<file path="src/rtl/alk_pkg.sv">
// Shared constants and step-select encoding for the ALK loop-iteration controller.
package alk_pkg;

   localparam int ALK_LOOP_W = 6;

   localparam logic [ALK_LOOP_W-1:0] ALK_STEP_FAST = 6'd2;
   localparam logic [ALK_LOOP_W-1:0] ALK_STEP_SLOW = 6'd1;

   typedef enum logic [1:0] {
      STEP_NONE = 2'd0,
      STEP_SLOW = 2'd1,
      STEP_FAST = 2'd2
   } step_e;

endpackage

</file>
<file path="src/rtl/alkloopctl.sv">
// M/D loop counter: load or step updates all outputs on the same edge, every output straight from a flop.
// stall_h freezes every register, loads included; there is no other backpressure.
module alkloopctl
   import alk_pkg::*;
(
   input  logic                  clk,
   input  logic                  reset_l,
   input  logic                  stall_h,
   input  logic                  ld_loop_h,
   input  logic [ALK_LOOP_W-1:0] loop_init_h,
   input  logic                  op_sign_h,
   input  logic                  muldiv_fast_l,
   input  logic                  mul_l,
   input  logic                  div_l,
   output logic                  loop_flag_h,
   output logic                  loop_last_h,
   output logic                  loop_odd_h,
   output logic                  md_sign_h,
   output logic [ALK_LOOP_W-1:0] loop_count_h
);

   logic [ALK_LOOP_W-1:0] cnt;
   logic [ALK_LOOP_W-1:0] cnt_next;
   logic [ALK_LOOP_W-1:0] step_amt;
   logic                  odd_next;
   logic                  sign_next;
   step_e                 step_sel;

   // Steps only count while running; a load masks any step in the same cycle.
   always_comb begin
      step_sel = STEP_NONE;
      if (!ld_loop_h && (cnt != '0)) begin
         if (!muldiv_fast_l)
            step_sel = STEP_FAST;
         else if (!mul_l || !div_l)
            step_sel = STEP_SLOW;
      end
   end

   always_comb begin
      step_amt  = '0;
      cnt_next  = cnt;
      odd_next  = loop_odd_h;
      sign_next = md_sign_h;
      case (step_sel)
         STEP_FAST: step_amt = ALK_STEP_FAST;
         STEP_SLOW: step_amt = ALK_STEP_SLOW;
         default:   step_amt = '0;
      endcase
      if (ld_loop_h) begin
         cnt_next  = loop_init_h;
         odd_next  = 1'b0;
         sign_next = op_sign_h;
      end else begin
         // Saturate at zero; a fast step from 1 is the odd-length tail.
         cnt_next = (cnt < step_amt) ? '0 : cnt - step_amt;
         if ((step_sel == STEP_FAST) && (cnt == 6'd1))
            odd_next = 1'b1;
      end
   end

   always_ff @(posedge clk or negedge reset_l) begin
      if (!reset_l) begin
         cnt         <= '0;
         loop_flag_h <= 1'b0;
         loop_last_h <= 1'b0;
         loop_odd_h  <= 1'b0;
         md_sign_h   <= 1'b0;
      end else if (!stall_h) begin
         cnt         <= cnt_next;
         loop_flag_h <= (cnt_next != '0);
         loop_last_h <= (cnt_next == 6'd1) || (cnt_next == 6'd2);
         loop_odd_h  <= odd_next;
         md_sign_h   <= sign_next;
      end
   end

   assign loop_count_h = cnt;

endmodule

</file>
<file path="config.mk">
export PLATFORM = sky130hd
export DESIGN_NAME = alkloopctl
export DESIGN_NICKNAME = d
export VERILOG_FILES = /design/src/rtl/alk_pkg.sv /design/src/rtl/alkloopctl.sv
export SDC_FILE = /design/constraint.sdc
export NUM_CORES = 1
export LEC_CHECK = 0
export BUFFER_PORTS_ARGS = -buffer_cell sky130_fd_sc_hd__buf_2
export CAP_MARGIN = 20
export CORE_MARGIN = 2
export CORE_UTILIZATION = 53
export CTS_CLUSTER_SIZE = 12
export DETAILED_ROUTE_END_ITERATION = 7
export PLACE_DENSITY = 0.86
export SLEW_MARGIN = 20
export SYNTH_ARGS = -nofsm -noshare
export SYNTH_HDL_FRONTEND = slang
export SYNTH_SLANG_ARGS = --single-unit
</file>
<file path="constraint.sdc">
create_clock -name clk -period 4.8 [get_ports clk]
set_input_delay 0.24 -clock clk [delete_from_list [all_inputs] [get_ports clk]]
set_output_delay 0.24 -clock clk [all_outputs]
set_load 0.005 [all_outputs]
</file>
# After elaboration in Yosys (flattened, before gate mapping)
# Index checks and enable logic that the tools add are counted.
# op_classes
mux	8
multipliers	0
magnitude_cmp	1
n_addsub	1
n_eq_ne	5
reduce_logical	12
div_mod_pow	0
shift	0
bitwise_logic	1
# ops
cell	count
equality test 6 x 1 -> 1 bit, second input constant	2
2-to-1 mux 6 bit	2
nonzero test 6 bit	2
equality test 6 x 2 -> 1 bit, second input constant	1
less-than comparator 6 bit	1
subtractor 6 bit	1
2-to-1 mux 2 bit	2
one-hot mux 2 bit (2 select lines)	1
AND reduction 2 bit	2
logical NOT 1 bit	3
2-to-1 mux 1 bit	3
equality test 2 x 1 -> 1 bit, second input constant	1
equality test 2 bit, second input constant	1
logical AND 1 bit	2
logical OR 1 bit	2
nonzero test 2 bit	1
inverter 1 bit	1
# word_totals
mem_count	0
register_bits	10
romBits	0
elab_cells	33
latch_bits	0
output_inout_bits	10
ramBits	0

# Longest topological paths before layout
# Gate-level depths: netlist of the first run.
# depth
ltp_word	12
mapped_depth	11
depth_no_buf	10

# Worst setup path before layout of the first run
# OpenSTA, ideal clock, no wires.
# synth_timing
kind	register to register
startpoint	reg cnt[2] (netlist: loop_count_h[2])
endpoint	reg loop_last_h
arrival_ns	2.518
path_slack_ns	2.162
period_less_slack_ns	2.638
setup_time_ns	0.120
stages_incl_launch_ff	12
path_cell_list	dfrtp_1 > buf_6 > or3_4 > nor4_1 > nor3_1 > ha_1 > inv_1 > fa_1 > nor3_1 > a21oi_1 > a32o_1 > a41o_1
# synth_via
elab_chain_len	10
word_cells_on_any_way	13
cone_classes	add/sub (1); order compare (1); eq/ne (4); mux (4); reduce/logical (3)
# synth_rtl
item	line	source
start, declared	alkloopctl.sv:22	logic [ALK_LOOP_W-1:0] cnt;
start signal, assigned	alkloopctl.sv:70	cnt <= cnt_next;
nonzero test 6 bit	alkloopctl.sv:32	if (!ld_loop_h && (cnt != '0)) begin
logical AND 1 bit	alkloopctl.sv:32	
2-to-1 mux 2 bit	alkloopctl.sv:32	
equality test 2 x 1 -> 1 bit / equality test 2 bit (equally long branches)	alkloopctl.sv:45	case (step_sel)
one-hot mux 2 bit (2 select lines)	alkloopctl.sv:45	
subtractor 6 bit / less-than comparator 6 bit (equally long branches)	alkloopctl.sv:56	cnt_next = (cnt < step_amt) ? '0 : cnt - step_amt;
2-to-1 mux 6 bit *	alkloopctl.sv:56	
2-to-1 mux 6 bit *	alkloopctl.sv:50	if (ld_loop_h) begin
equality test 6 x 1 -> 1 bit / equality test 6 x 2 -> 1 bit (equally long branches)	alkloopctl.sv:72	loop_last_h <= (cnt_next == 6'd1) || (cnt_next == 6'd2);
logical OR 1 bit *	alkloopctl.sv:72	
end signal, assigned	alkloopctl.sv:72	
end, declared	alkloopctl.sv:16	output logic loop_last_h,
# Mark *: on every way between the ends. The rest lies on a longest branch, timed or not.
# A chain may end at the register's enable or synchronous reset.

# Final worst setup path of the first run
# Ends and elaborated chain as after synthesis.

==> results.cfg, run 1 <==
[pwr]
p_switching_mw = 0.0998
seq_power_share_pct = 41.9
comb_power_share_pct = 37.9
p_leak_nw = 0.417
swShare_pct = 36.5
ir_drop_mv = 0.218
p_int_mw = 0.173
cellPowerDensity_mw_per_mm2 = 304
pwr-share-clk_pct = 20.3

[critical_path]
worstSetupStartpointType = register
worstPathArrival_ps = 3120
endpoint_kind = register
crit_type = reg2reg
crit_required_ps = 4960
r2r_cells = 10
cp_max_fo = 10

[final_layout]
fillers = 101
syn_to_final_growth_pct = 18.5
multi_input_area_um2 = 460
register_area_um2 = 250
fin_nets = 132
antenna_cells = 0
fin_cells = 127
final_util_pct = 68.3
drive_above_1_share_pct = 28.6

[logic_synthesis]
yosysTopAreaCell = dfrtp_1
avgSynthCellArea_um2 = 8.44
ys_ff_latch = 10
synth_flop_cell = dfrtp_1
netlist.area_leader.share_pct = 32.9
yosysSeqAreaShare_pct = 32.9
yosysWarnings = 0
synth_area_leaders = dfrtp_1 33%, nor2_1 5.4%, ha_1 4.9%
synth-edff-count = 0
synth_common_cells = 11 x nor2_1, 10 x dfrtp_1, 7 x nand2_1
syn-num-nets = 108
syn_inst = 90
synth_area_um2 = 759
async_reset_ff_share_pct = 100
yosysMostFrequentCell = nor2_1
synthDistinctLibCells = 37

[clock_tree]
clk_pin_slew_ps = 60
clock_path_buffers = 2
cts_tree = yes
cts.sinks = 10
insertion_delay_ps = 260
cts-buffers-inserted = 3
postCtsSetupBuffers = 0
htreeDepth = 1
clock_tree.root_cell = clkbuf_4

[timing]
final.setup.tns_ps = 0
fmax_ghz = 0.338
setup_viol = 0
clock_skew_ps = 7.04
rsz0062_at_grt = no
post-route-min-period_ps = 2960
worstMarginPinSlew_ps = 423
slew_viol_final = 0
min_period_over_period_pct = 61.7
final_hold_viol_count = 0
slew_headroom_pct = 71.8

[route]
route.detailed.drc = 0
via_per_inst = 5.92
dr.pass1.iters = 4
drtIter0Drc = 21
ant_nets = 0
wl_per_cell_um = 13.9
wl_um = 1760
vias = 752

[min_path]
min_path_type = in2reg
whs_path_depth = 2

[placement]
globalplace.congestion = 0.918
dp_cells = 123
portBuffers = 23
dp_hpwl_um = 1380

[die]
coreArea_mm2 = 0.00132
die_h_um = 41.9
die_x_um = 41.9
io_pins = 24
dieArea_mm2 = 0.00175
rows = 13
initial_core_util_pct = 57.6

[global_route]
grt-ovfl-total = 0
grt_first_pass_wirelength_um = 3100
track_usage_pct = 22.4
grt_start_max_net_pins = 18
antenna_found_initial = 0
grt_pass1_vias = 708

[flow_run]
drv_cap = 0

[run_status]
status = finished clean
power by group through the flow:
stage | clock [mW] | combinational [mW] | sequential [mW]
6_report | 0.0554 | 0.103 | 0.114
5_1_grt | 0.0598 | 0.116 | 0.118
4_1_cts | 0.0565 | 0.103 | 0.114
3_5_place_dp | 0 | 0.102 | 0.116
3_3_place_gp | 0 | 0.0997 | 0.115
2_1_floorplan | 0 | 0.0724 | 0.112
critical path, cell delays in order, from the launching register on:
cell	delay [ps]
dfrtp_1	470
or3_4	200
nor4_1	50
nor3_1	270
ha_1	210
inv_1	50
fa_1	510
nor3_1	360
a21oi_1	230
a32o_1	270
a41o_1	230
sequential cells by signal, summed over array words and instances, names as in the netlist:
register,cells
loop_count_h,6
loop_flag_h,1
loop_last_h,1
loop_odd_h,1
md_sign_h,1
cell families (layout without fill, tap and decap cells):
family	after synthesis	count (layout)	synth area share (%)
simple gates	38	38	27.7
buf+inv	11	33	6.42
fa+ha+maj	4	4	7.58
xor+xnor	1	1	1.15
compound gates	25	25	22.7
mux	1	1	1.48
flops	10	10	32.9
what timing repair did:
action | 4_1_cts | 5_1_grt
hold buffers | 1 | 0
resized for setup | 0 | 0
hold endpoints to repair | 10 | 0
final cells by class:
| class | instances | share of cell area, % |
|---|---|---|
| clock buffers | 3 | 2.50 |
| inverters | 6 | 2.50 |
| multi-input cells | 69 | 51.2 |
| flip-flops and latches | 10 | 27.8 |
| well taps | 15 | 2.09 |
| repair buffers | 24 | 13.9 |
layer usage:
layer / vias to the layer above / GRT usage [%] / wire (um)
met5: - / 0 / 0
met4: 0 / 7.10 / 17
met3: 2 / 2.61 / 115
met2: 34 / 34.4 / 802
met1: 342 / 32.6 / 826
li1: 374 / - / -
final timing paths:
check | from | to | slack (ps)
max | loop_count_h[2]$_DFFE_PN0N_ | loop_last_h$_DFFE_PN0N_ | 1840
max in group asynchronous | reset_l | loop_count_h[2]$_DFFE_PN0N_ | 4240
min in group asynchronous | reset_l | loop_count_h[5]$_DFFE_PN0N_ | 360
max reg2reg | loop_count_h[2]$_DFFE_PN0N_ | loop_last_h$_DFFE_PN0N_ | 1840
min reg2reg | loop_odd_h$_DFFE_PN0P_ | loop_odd_h$_DFFE_PN0P_ | 500
min | op_sign_h | md_sign_h$_DFFE_PN0P_ | 210
layout by cell type (no fill, tap or decap):
cell | Yosys | layout
fa_1 | 1 | 1
o21ai_0 | 6 | 6
or3_2 | 1 | 1
or3_4 | 1 | 1
a41oi_1 | 1 | 1
nor2_1 | 11 | 11
buf_2 | 0 | 23
a32o_1 | 1 | 1
nor4_1 | 2 | 2
a21oi_1 | 6 | 6
o22ai_1 | 1 | 1
or3_1 | 1 | 1
dlygate4sd3_1 | 0 | 1
nor3_1 | 4 | 4
a41o_1 | 1 | 1
clkbuf_4 | 0 | 3
dfrtp_1 | 10 | 10
a2111oi_0 | 1 | 1
and2_1 | 1 | 1
a31oi_1 | 2 | 2
and3_1 | 1 | 1
nor4b_1 | 1 | 1
nor3b_1 | 1 | 1
nand2b_1 | 2 | 2
inv_1 | 6 | 6
ha_1 | 3 | 3
o211ai_1 | 1 | 1
a221oi_1 | 1 | 1
and3b_2 | 1 | 1
nand4_1 | 1 | 1
a22oi_1 | 2 | 2
a32oi_1 | 1 | 1
nor2b_1 | 2 | 2
mux2_2 | 1 | 1
xor2_1 | 1 | 1
o311ai_2 | 1 | 1
nor4b_2 | 1 | 1
nand2_1 | 7 | 7
through the flow:
stage                     total power [mW]  hold slack [ps]  setup WS, ps  area, um2
after floorplan                      0.185            -55.6          2160        759
after global placement               0.215              105          2050        867
after detailed placement             0.217              110          1870        867
after CTS                            0.274              206          1870        900
after global routing                 0.293              207          1540        900
final                                0.273              212          1840        900
Note: power is estimated with default switching activity, not from simulation.
==> run 2, diff against run 1 <==
--- a/config.mk
+++ b/config.mk
@@ -8,10 +8,10 @@
 export BUFFER_PORTS_ARGS = -buffer_cell sky130_fd_sc_hd__buf_2
 export CAP_MARGIN = 20
 export CORE_MARGIN = 2
-export CORE_UTILIZATION = 53
+export CORE_UTILIZATION = 44
 export CTS_CLUSTER_SIZE = 12
 export DETAILED_ROUTE_END_ITERATION = 7
-export PLACE_DENSITY = 0.86
+export PLACE_DENSITY = 0.76
 export SLEW_MARGIN = 20
 export SYNTH_ARGS = -nofsm -noshare
 export SYNTH_HDL_FRONTEND = slang
==> constraint.sdc (replaced) <==
create_clock -name clk -period 2.7 [get_ports clk]
set_input_delay 0.135 -clock clk [delete_from_list [all_inputs] [get_ports clk]]
set_output_delay 0.135 -clock clk [all_outputs]
set_load 0.005 [all_outputs]
==> run 2 against run 1 <==
  * Setup slack lost 1700 ps
  * Non-clock buffer count up 9
  * Register-to-register slack worse by 1700 ps
  * Utilization decreased by 8.5 points
  * Critical path depth is 1 lower
  * Hold slack got worse by 100 ps
  * Design area is 11% higher
  * Sequential share of layout area fell by 2.8 points
  * Clock-buffer cell count stayed put
  * Sequential power is 63% higher
  * Critical endpoint unchanged
  * Clock skew fell by 4.5 ps
  * Fmax is 15% higher
  * Largest cell class unchanged
==> results.cfg, run 2 (same netlist as run 1, synthesis figures left out) <==
[final_layout]
fin_cells = 138
final_util_pct = 59.8
drive_above_1_share_pct = 38.8
fillers = 152
syn_to_final_growth_pct = 31.5
finish.instance_area_um2 = 998
largest_reg_flops = 6
final_cell_mix = 23 x buf_2, 11 x nor2_1, 10 x dfrtp_1
register_area_um2 = 250
multi_input_area_um2 = 489
fin_nets = 141
layout_commonest_cell = buf_2
antenna_cells = 0

[critical_path]
crit_type = reg2reg
worstPathArrival_ps = 2730
rrSetupSlack_ps = 120
slowest_stage = fa_2
endpoint_kind = register
reg2reg_from = loop_count_h[4]$_DFFE_PN0N_
crit_required_ps = 2850
cp_slowest_stage_delay_ps = 460
cp_max_fo = 3
worstSetupStartpointType = register
crit_path_cell_trace = or3_4, nor4_2, nor3_2, ha_1, inv_1, fa_2, nand2b_1, a32o_1, a41o_1
r2r_cells = 9
r2r-end = loop_last_h$_DFFE_PN0N_

[route]
ant_nets = 0
drtIter0Drc = 14
via_per_inst = 5.82
dr.pass1.iters = 4
wl_per_cell_um = 14.8
vias = 803
wl_um = 2050
route.detailed.drc = 0

[clock_tree]
cts-buffers-inserted = 3
cts.sinks = 10
insertion_delay_ps = 260
clock_path_buffers = 2
clk_pin_slew_ps = 60
cts_tree = yes
clock_tree.root_cell = clkbuf_4
htreeDepth = 1

[min_path]
min_from = op_sign_h
whs_path_depth = 2
hold_path_end = md_sign_h$_DFFE_PN0P_
min_path_type = in2reg

[timing]
setup_viol = 0
final_hold_viol_count = 0
worstMarginPinSlew_ps = 365
clock_skew_ps = 2.50
post-route-min-period_ps = 2580
slew_viol_final = 0
slew_headroom_pct = 75.1
timing.final.ws_setup_ps = 118
min_period_over_period_pct = 95.6
fmax_ghz = 0.387

[die]
die_h_um = 45.5
rows = 15
dieArea_mm2 = 0.00207
io_pins = 24
coreArea_mm2 = 0.00167
die_x_um = 45.5
initial_core_util_pct = 45.5

[flow_run]
drv_cap = 0

[global_route]
grt_start_max_net_pins = 18
grt_first_pass_wirelength_um = 3420
track_usage_pct = 23.7
grt-ovfl-total = 0
antenna_found_initial = 0
grt_pass1_vias = 788

[placement]
globalplace.congestion = 0.823
dp_cells = 134
dp_hpwl_um = 1600
portBuffers = 23
dpl_cell_area_um2 = 937
pre_cts_slack_ps = -29.9

[pwr]
p_total_mw = 0.529
ir_drop_mv = 0.296
p_leak_nw = 0.465
cellPowerDensity_mw_per_mm2 = 530

[run_status]
status = finished clean
[run 2: through the flow]
stage                     setup TNS [ps]  hold slack (ps)
after global placement                 0             7.73
after CTS                              0              106
after floorplan                        0             -161
after detailed placement           -42.0             9.77
after global routing               -3.01              102
final                                  0              111
[run 2: layout make-up]
class / instances / share of cell area [%]
Clock buffer: 3 / 2.26
Tap cell: 17 / 2.13
Multi-Input combinational cell: 69 / 49.0
Sequential cell: 10 / 25.1
Timing Repair Buffer: 33 / 19.3
Inverter: 6 / 2.26
[run 2: report_power, final]
| part | leakage [nW] | total (mW) | switching [mW] | internal (mW) |
|---|---|---|---|---|
| Clock | 0.0138 | 0.0975 | 0.0462 | 0.0513 |
| Sequential | 0.121 | 0.186 | 0.0139 | 0.172 |
| Combinational | 0.330 | 0.246 | 0.133 | 0.113 |
[run 2: worst max-delay path by stage]
stage / from / endpoint / slack, ps / cells past startpoint
after detailed placement: loop_count_h[4]$_DFFE_PN0N_ / loop_count_h[0]$_DFFE_PN0N_ / -30 / 11
after floorplan: loop_count_h[2]$_DFFE_PN0N_ / loop_last_h$_DFFE_PN0N_ / 60 / 11
final: loop_count_h[4]$_DFFE_PN0N_ / loop_last_h$_DFFE_PN0N_ / 120 / 9
after CTS: loop_count_h[4]$_DFFE_PN0N_ / loop_flag_h$_DFFE_PN0N_ / 20 / 11
after global placement: loop_count_h[4]$_DFFE_PN0N_ / loop_last_h$_DFFE_PN0N_ / 120 / 10
after global routing: loop_count_h[4]$_DFFE_PN0N_ / loop_last_h$_DFFE_PN0N_ / -3 / 9
[run 2: worst max-delay path, delay by kind of cell, from the launching register on]
family | cells | cell delay, ps
compound gates | 2 | 480
fa+ha+maj | 2 | 650
simple gates | 4 | 880
buf+inv | 1 | 80
flops | 1 | 380
[run 2: per-layer routing]
layer | wire, um | part of all wire, % | vias up | GRT usage [%]
met3 | 91 | 4.4 | 2 | 3.97
li1 | - | - | 394 | -
met1 | 913 | 45 | 383 | 30.2
met4 | 15 | 0.73 | 0 | 13.5
met2 | 1030 | 50 | 24 | 37.5
met5 | 0 | 0 | - | 0
[run 2: timing repair]
item                       4_1_cts  5_1_grt
hold endpoints to repair        10        0
setup endpoints to repair        2        6
hold buffers                     1        0
cloned                           0        0
buffers inserted                 0        0
resized for setup                2        4
